--- src/rtl/program_loader_if.sv ---
// Host word stream into the loader and the program memory write port out of it.
interface program_loader_if #(
   parameter int ADDR_W = 10
);
   logic              host_valid;
   logic              host_ready;
   logic [15:0]       host_data;
   logic              host_last;
   logic              pm_we;
   logic [ADDR_W-1:0] pm_wr_addr;
   logic [31:0]       pm_wr_data;

   modport master (
      output host_valid, host_data, host_last,
      input  host_ready, pm_we, pm_wr_addr, pm_wr_data
   );

   modport slave (
      input  host_valid, host_data, host_last,
      output host_ready, pm_we, pm_wr_addr, pm_wr_data
   );
endinterface

--- src/rtl/program_loader.sv ---
// Pairs 16-bit host words into 32-bit instructions (high half first), writes them to
// program memory at consecutive addresses and gates run_program on a clean, complete load.
module program_loader #(
   parameter int DEPTH  = 1024,
   parameter int ADDR_W = 10
) (
   input  logic                 clk,
   input  logic                 rst,
   input  logic                 load_start,
   program_loader_if.slave      bus,
   output logic [31:0]          pc_max,
   output logic                 load_done,
   output logic                 err_odd,
   output logic                 err_overflow,
   input  logic                 run_req,
   output logic                 run_program
);
   typedef enum logic [1:0] {IDLE, LOAD_HI, LOAD_LO, DONE} state_t;

   localparam logic [ADDR_W-1:0] LAST_ADDR = ADDR_W'(DEPTH - 1);

   state_t            state;
   logic [ADDR_W-1:0] cnt;
   logic [15:0]       hi;
   logic              hs;

   assign hs          = bus.host_valid & bus.host_ready;
   assign run_program = run_req & load_done & ~err_odd & ~err_overflow;

   always_ff @(posedge clk or posedge rst) begin
      if (rst) begin
         state          <= IDLE;
         cnt            <= '0;
         hi             <= '0;
         bus.host_ready <= 1'b0;
         bus.pm_we      <= 1'b0;
         bus.pm_wr_addr <= '0;
         bus.pm_wr_data <= '0;
         pc_max         <= '0;
         load_done      <= 1'b0;
         err_odd        <= 1'b0;
         err_overflow   <= 1'b0;
      end else begin
         bus.pm_we <= 1'b0;
         // A restart wins over any handshake in the same cycle; that word is dropped.
         if (load_start && !run_program) begin
            state          <= LOAD_HI;
            cnt            <= '0;
            pc_max         <= '0;
            load_done      <= 1'b0;
            err_odd        <= 1'b0;
            err_overflow   <= 1'b0;
            bus.host_ready <= 1'b1;
         end else begin
            case (state)
               IDLE: bus.host_ready <= 1'b0;
               LOAD_HI: begin
                  if (!bus.host_ready) begin
                     // End of the commit bubble that follows every low-word write.
                     bus.host_ready <= 1'b1;
                  end else if (bus.host_valid) begin
                     hi <= bus.host_data;
                     if (bus.host_last) begin
                        err_odd        <= 1'b1;
                        load_done      <= 1'b1;
                        bus.host_ready <= 1'b0;
                        state          <= DONE;
                     end else begin
                        state <= LOAD_LO;
                     end
                  end
               end
               LOAD_LO: begin
                  if (hs) begin
                     bus.pm_we      <= 1'b1;
                     bus.pm_wr_addr <= cnt;
                     bus.pm_wr_data <= {hi, bus.host_data};
                     pc_max         <= 32'(cnt) + 32'd1;
                     cnt            <= cnt + 1'b1;
                     bus.host_ready <= 1'b0;
                     if (bus.host_last) begin
                        load_done <= 1'b1;
                        state     <= DONE;
                     end else if (cnt == LAST_ADDR) begin
                        err_overflow <= 1'b1;
                        load_done    <= 1'b1;
                        state        <= DONE;
                     end else begin
                        state <= LOAD_HI;
                     end
                  end
               end
               DONE: begin
                  bus.host_ready <= 1'b0;
                  load_done      <= 1'b1;
               end
            endcase
         end
      end
   end
endmodule

--- src/flat_wrapper.sv ---
// flat-port wrapper written by rule: the top's interface ports become plain ports
module program_loader_flat 
#(
   parameter int DEPTH  = 1024,
   parameter int ADDR_W = 10
)
  (clk, rst, load_start, pc_max, load_done, err_odd, err_overflow, run_req, run_program, bus_host_valid, bus_host_data, bus_host_last, bus_host_ready, bus_pm_we, bus_pm_wr_addr, bus_pm_wr_data);
  program_loader_if #(.ADDR_W(ADDR_W)) bus_i ();
  input  logic clk;
  input  logic rst;
  input  logic load_start;
  output logic [31:0] pc_max;
  output logic load_done;
  output logic err_odd;
  output logic err_overflow;
  input  logic run_req;
  output logic run_program;
  input wire logic [$bits(bus_i.host_valid)-1:0] bus_host_valid;
  input wire logic [$bits(bus_i.host_data)-1:0] bus_host_data;
  input wire logic [$bits(bus_i.host_last)-1:0] bus_host_last;
  output wire logic [$bits(bus_i.host_ready)-1:0] bus_host_ready;
  output wire logic [$bits(bus_i.pm_we)-1:0] bus_pm_we;
  output wire logic [$bits(bus_i.pm_wr_addr)-1:0] bus_pm_wr_addr;
  output wire logic [$bits(bus_i.pm_wr_data)-1:0] bus_pm_wr_data;
  assign bus_i.host_valid = bus_host_valid;
  assign bus_i.host_data = bus_host_data;
  assign bus_i.host_last = bus_host_last;
  assign bus_host_ready = bus_i.host_ready;
  assign bus_pm_we = bus_i.pm_we;
  assign bus_pm_wr_addr = bus_i.pm_wr_addr;
  assign bus_pm_wr_data = bus_i.pm_wr_data;
  program_loader #(.DEPTH(DEPTH), .ADDR_W(ADDR_W)) u_core (.clk(clk), .rst(rst), .load_start(load_start), .bus(bus_i), .pc_max(pc_max), .load_done(load_done), .err_odd(err_odd), .err_overflow(err_overflow), .run_req(run_req), .run_program(run_program));
endmodule
--- config.mk ---
export PLATFORM = sky130hd
export DESIGN_NAME = program_loader_flat
export DESIGN_NICKNAME = d
export VERILOG_FILES = /design/src/rtl/program_loader_if.sv /design/src/rtl/program_loader.sv /design/src/flat_wrapper.sv
export SDC_FILE = /design/constraint.sdc
export NUM_CORES = 1
export LEC_CHECK = 0
export ABC_CLOCK_PERIOD_IN_PS = 6100
export CORE_ASPECT_RATIO = 0.9
export CORE_UTILIZATION = 45
export DETAILED_ROUTE_END_ITERATION = 8
export HOLD_SLACK_MARGIN = 0.15
export PLACE_DENSITY = 0.77
export SLEW_MARGIN = 20
export SYNTH_ARGS = -nofsm -noshare
export SYNTH_HDL_FRONTEND = slang
export SYNTH_SLANG_ARGS = --single-unit
--- constraint.sdc ---
create_clock -name clk -period 6.1 [get_ports clk]
set_input_delay 1.22 -clock clk [delete_from_list [all_inputs] [get_ports clk]]
set_output_delay 1.22 -clock clk [all_outputs]
set_load 0.02 [all_outputs]
==> reports/qor.csv <==
stage,metric,value,unit
clocking,clk sinks,76,
route,Routed WL,6310,um
timing,final hold vios,0,
logic_synthesis,sequential fraction of the synthesis area,0.568,
global_routing,initial antenna violation count,0,
clocking,clock root buffer master,clkbuf_8,
setup_path,Crit path largest cell delay,0.64,ns
route,Vias per Instance,4.98,
job,Max Cap Viol,0,
pwr,combinational power share,0.355,
route,Remaining DRCs,0,
placement,Placer Congestion,0.838,
timing,Slew headroom,0.450,
cells_and_area,Final nets,357,
timing,Hold WS,0.501,ns
cells_and_area,fraction of layout cells with a size suffix above 1,0.236,
route,drt wl/cell,14.7,um
cells_and_area,synthesis-to-finish area growth,28.3,%
pwr,Psw,0.543,mW
clocking,CTS Hold Bufs,0,
clocking,maximum clock path buffer count,2,
logic_synthesis,Ys Warns,0,
global_routing,gr usage total,0.173,
logic_synthesis,Synth cell types,35,
logic_synthesis,Mapped Cells,249,
placement,PortBufs,80,
timing,final setup fails,0,
placement,Area after DPL,4100,um2
pwr,sw frac,0.318,
global_routing,met3 Track Usage GR,0.0510,
floorplanning,num ports,102,
clocking,Worst-Skew Late Latency,0.33,ns
setup_path,crit path max fanout,5,
setup_path,slowest CP cell,clkdlybuf4s50_1,
hold_path,hold crit path type,reg -> reg,
timing,RSZ-0062 raised after global routing,false,
pwr,Flop pwr share,0.435,
setup_path,Worst EP arrival,2.92,ns
setup_path,crit path cell chain,"clkdlybuf4s50_1, nand4bb_1, inv_1, clkdlybuf4s50_1",
run_status,status,"finished, final reports clean",
logic_synthesis,average cell area after synthesis,13.5,um2
pwr,pwr dens,397,nW/um2
clocking,"Reg clk slew, reported paths",0.07,ns
setup_path,cell mode on critical path,clkdlybuf4s50_1,
timing,min Tclk post-route,4.14,ns
logic_synthesis,mapped cell area,3350,um2
logic_synthesis,#FFs+latches synth,76,
timing,Final Skew,0.0106,ns
timing,Worst Tran Pin Value,0.821,ns
floorplanning,Cell Rows,29,
logic_synthesis,Async SR Flop Fraction,1.00,
global_routing,Top Usage Layer GRT,met2,
setup_path,Critical Path Start Type,primary input,
timing,fmax,242,MHz
floorplanning,core region area,7110,um2
pwr,Int Power,1.16,mW
floorplanning,Die Span X,93.0,um
global_routing,GR Util met1,0.235,
logic_synthesis,top_reg_cell synth,dfrtp_1,
clocking,H-tree lvl count,3,
global_routing,first-pass GRT wire length,10600,um
clocking,Setup Buffers After CTS,0,
setup_path,crit path capture type,primary output,
timing,"Slew Viols, Final",0,
global_routing,met2 Use GR,0.267,
global_routing,vias in the first global route,2112,
route,vias after detailed routing,2132,
route,antenna-violating nets left,0,
clocking,CTS tree,built,
pwr,leakage power,1.91,nW
clocking,CTS resizes,0,
cells_and_area,final non-filler cell area,4300,um2
cells_and_area,antenna diode count,0,
clocking,Num CTS Buffers,9,
floorplanning,DIE AREA,7800,um2
route,Pre-antenna DRT Iters,4,
floorplanning,die height,83.9,um
route,DRT iter0 DRCs,72,
floorplanning,initial cell density of the core,0.471,
pwr,worst vdd ir,0.243,mV
logic_synthesis,Post-synth EDFFs,0,
timing,period utilization,0.678,
setup_path,Required @ worst endpoint,4.88,ns
setup_path,critical path class,in -> out,
placement,dpl hpwl,4340,um
timing,Fin Setup TNS,0,ns
global_routing,Overflow after GRT,0,
pwr,clock group share of total power,0.210,
global_routing,largest net degree at the start of global routing,47,
## cells in the final DEF, fill, tap and decap left out, types with 3 or more instances in the layout
cell              n
nor4_1            3
inv_1             9
conb_1           21
nor2_1            5
or4_1             5
dfrtp_1          76
nand3_1           6
nand4_1           3
clkinv_2          3
clkbuf_8          9
or3_1             3
mux2_2           58
ha_1              4
nand2_1           4
o21ai_0           4
clkdlybuf4s50_1  80
a21oi_1          11
o31ai_1           4
## path summary, 6_finish.rpt
kind | start | end | slack (ns) | cells past startpoint
worst min register to register | u_core.hi[4]$_DFFE_PP0P_ | u_core.bus.pm_wr_data[20]$_DFFE_PP0P_ | 0.50 | 1
worst max register to register | u_core.state[0]$_DFFE_PP0P_ | u_core.bus.pm_wr_data[23]$_DFFE_PP0P_ | 3.45 | 6
max in group asynchronous | rst | u_core.bus.pm_wr_data[4]$_DFFE_PP0P_ | 3.80 | 3
worst min-delay path | u_core.hi[4]$_DFFE_PP0P_ | u_core.bus.pm_wr_data[20]$_DFFE_PP0P_ | 0.50 | 1
worst max-delay path | run_req | run_program | 1.96 | 4
min in group asynchronous | rst | u_core.bus.pm_wr_data[30]$_DFFE_PP0P_ | 1.30 | 2
## power groups by stage
stage / Sequential, mW / Clock [mW] / Combinational [mW]
floorplan: 0.845 / 0 / 0.278
finish: 0.743 / 0.358 / 0.605
global placement: 0.745 / 0 / 0.597
global route: 0.766 / 0.393 / 0.645
detailed placement: 0.754 / 0 / 0.611
CTS: 0.745 / 0.370 / 0.612
## per-stage QoR
step	cells	setup slack, ns	power [mW]	util
final	428	1.96	1.71	0.605
after global routing	428	1.91	1.80	0.605
after CTS	427	1.96	1.73	0.603
after detailed placement	412	1.97	1.37	0.577
after global placement	412	1.97	1.34	0.577
after floorplan	269	2.94	1.12	-
## cell type report
class / count / area [um2]
Clock buffer: 10 / 128
Timing Repair Buffer: 83 / 831
Clock inverter: 5 / 53.8
Fill cell: 608 / 2810
Inverter: 10 / 37.5
Tap cell: 93 / 116
Multi-Input combinational cell: 151 / 1230
Sequential cell: 76 / 1900
## logic make-up (layout without fill, tap and decap cells)
group | after synthesis | in the layout | synth area share
xor gates and xnor gates | 2 | 2 | 0.00523
other | 1 | 21 | 0.00112
adders and majority gates | 4 | 4 | 0.0149
muxes | 61 | 61 | 0.204
buffers and inverters | 42 | 108 | 0.0870
DFF | 76 | 76 | 0.568
and+or+nand+nor | 33 | 33 | 0.0575
AOI/OAI and AO/OA | 30 | 30 | 0.0624
## sequential cells by signal, summed over array words and instances (netlist names), 2 cells and up
signal                 flops
u_core.pc_max              2
u_core.hi                 16
u_core.bus.pm_wr_data     32
u_core.cnt                 9
u_core.state               2
u_core.bus.pm_wr_addr     10
## critical path: cells and delay by family
family	cells	cell delay, ns
AND/OR/NAND/NOR	1	0.32
buffers and inverters	3	1.38
## routing by layer
metal / routed length, um / part of all wire
met4: 64 / 0.010
met2: 2970 / 0.47
met5: 0 / 0
met1: 2870 / 0.45
met3: 410 / 0.065
## Yosys cell counts (all sizes together), types with 2 or more instances
master | count | area (um2)
buf | 31 | 240
mux2 | 59 | 664
nand3 | 7 | 40.0
dfrtp | 76 | 1900
nor2 | 5 | 18.8
or4 | 5 | 37.5
mux2i | 2 | 20.0
nor4 | 3 | 18.8
ha | 4 | 50.1
o21ai | 4 | 20.0
o22ai | 2 | 12.5
inv | 10 | 37.5
nand2 | 4 | 15.0
a21oi | 13 | 87.6
nand4 | 3 | 18.8
or3 | 3 | 18.8
xor2 | 2 | 17.5
o31ai | 4 | 30.0
Power figures use the tool's default switching activity.
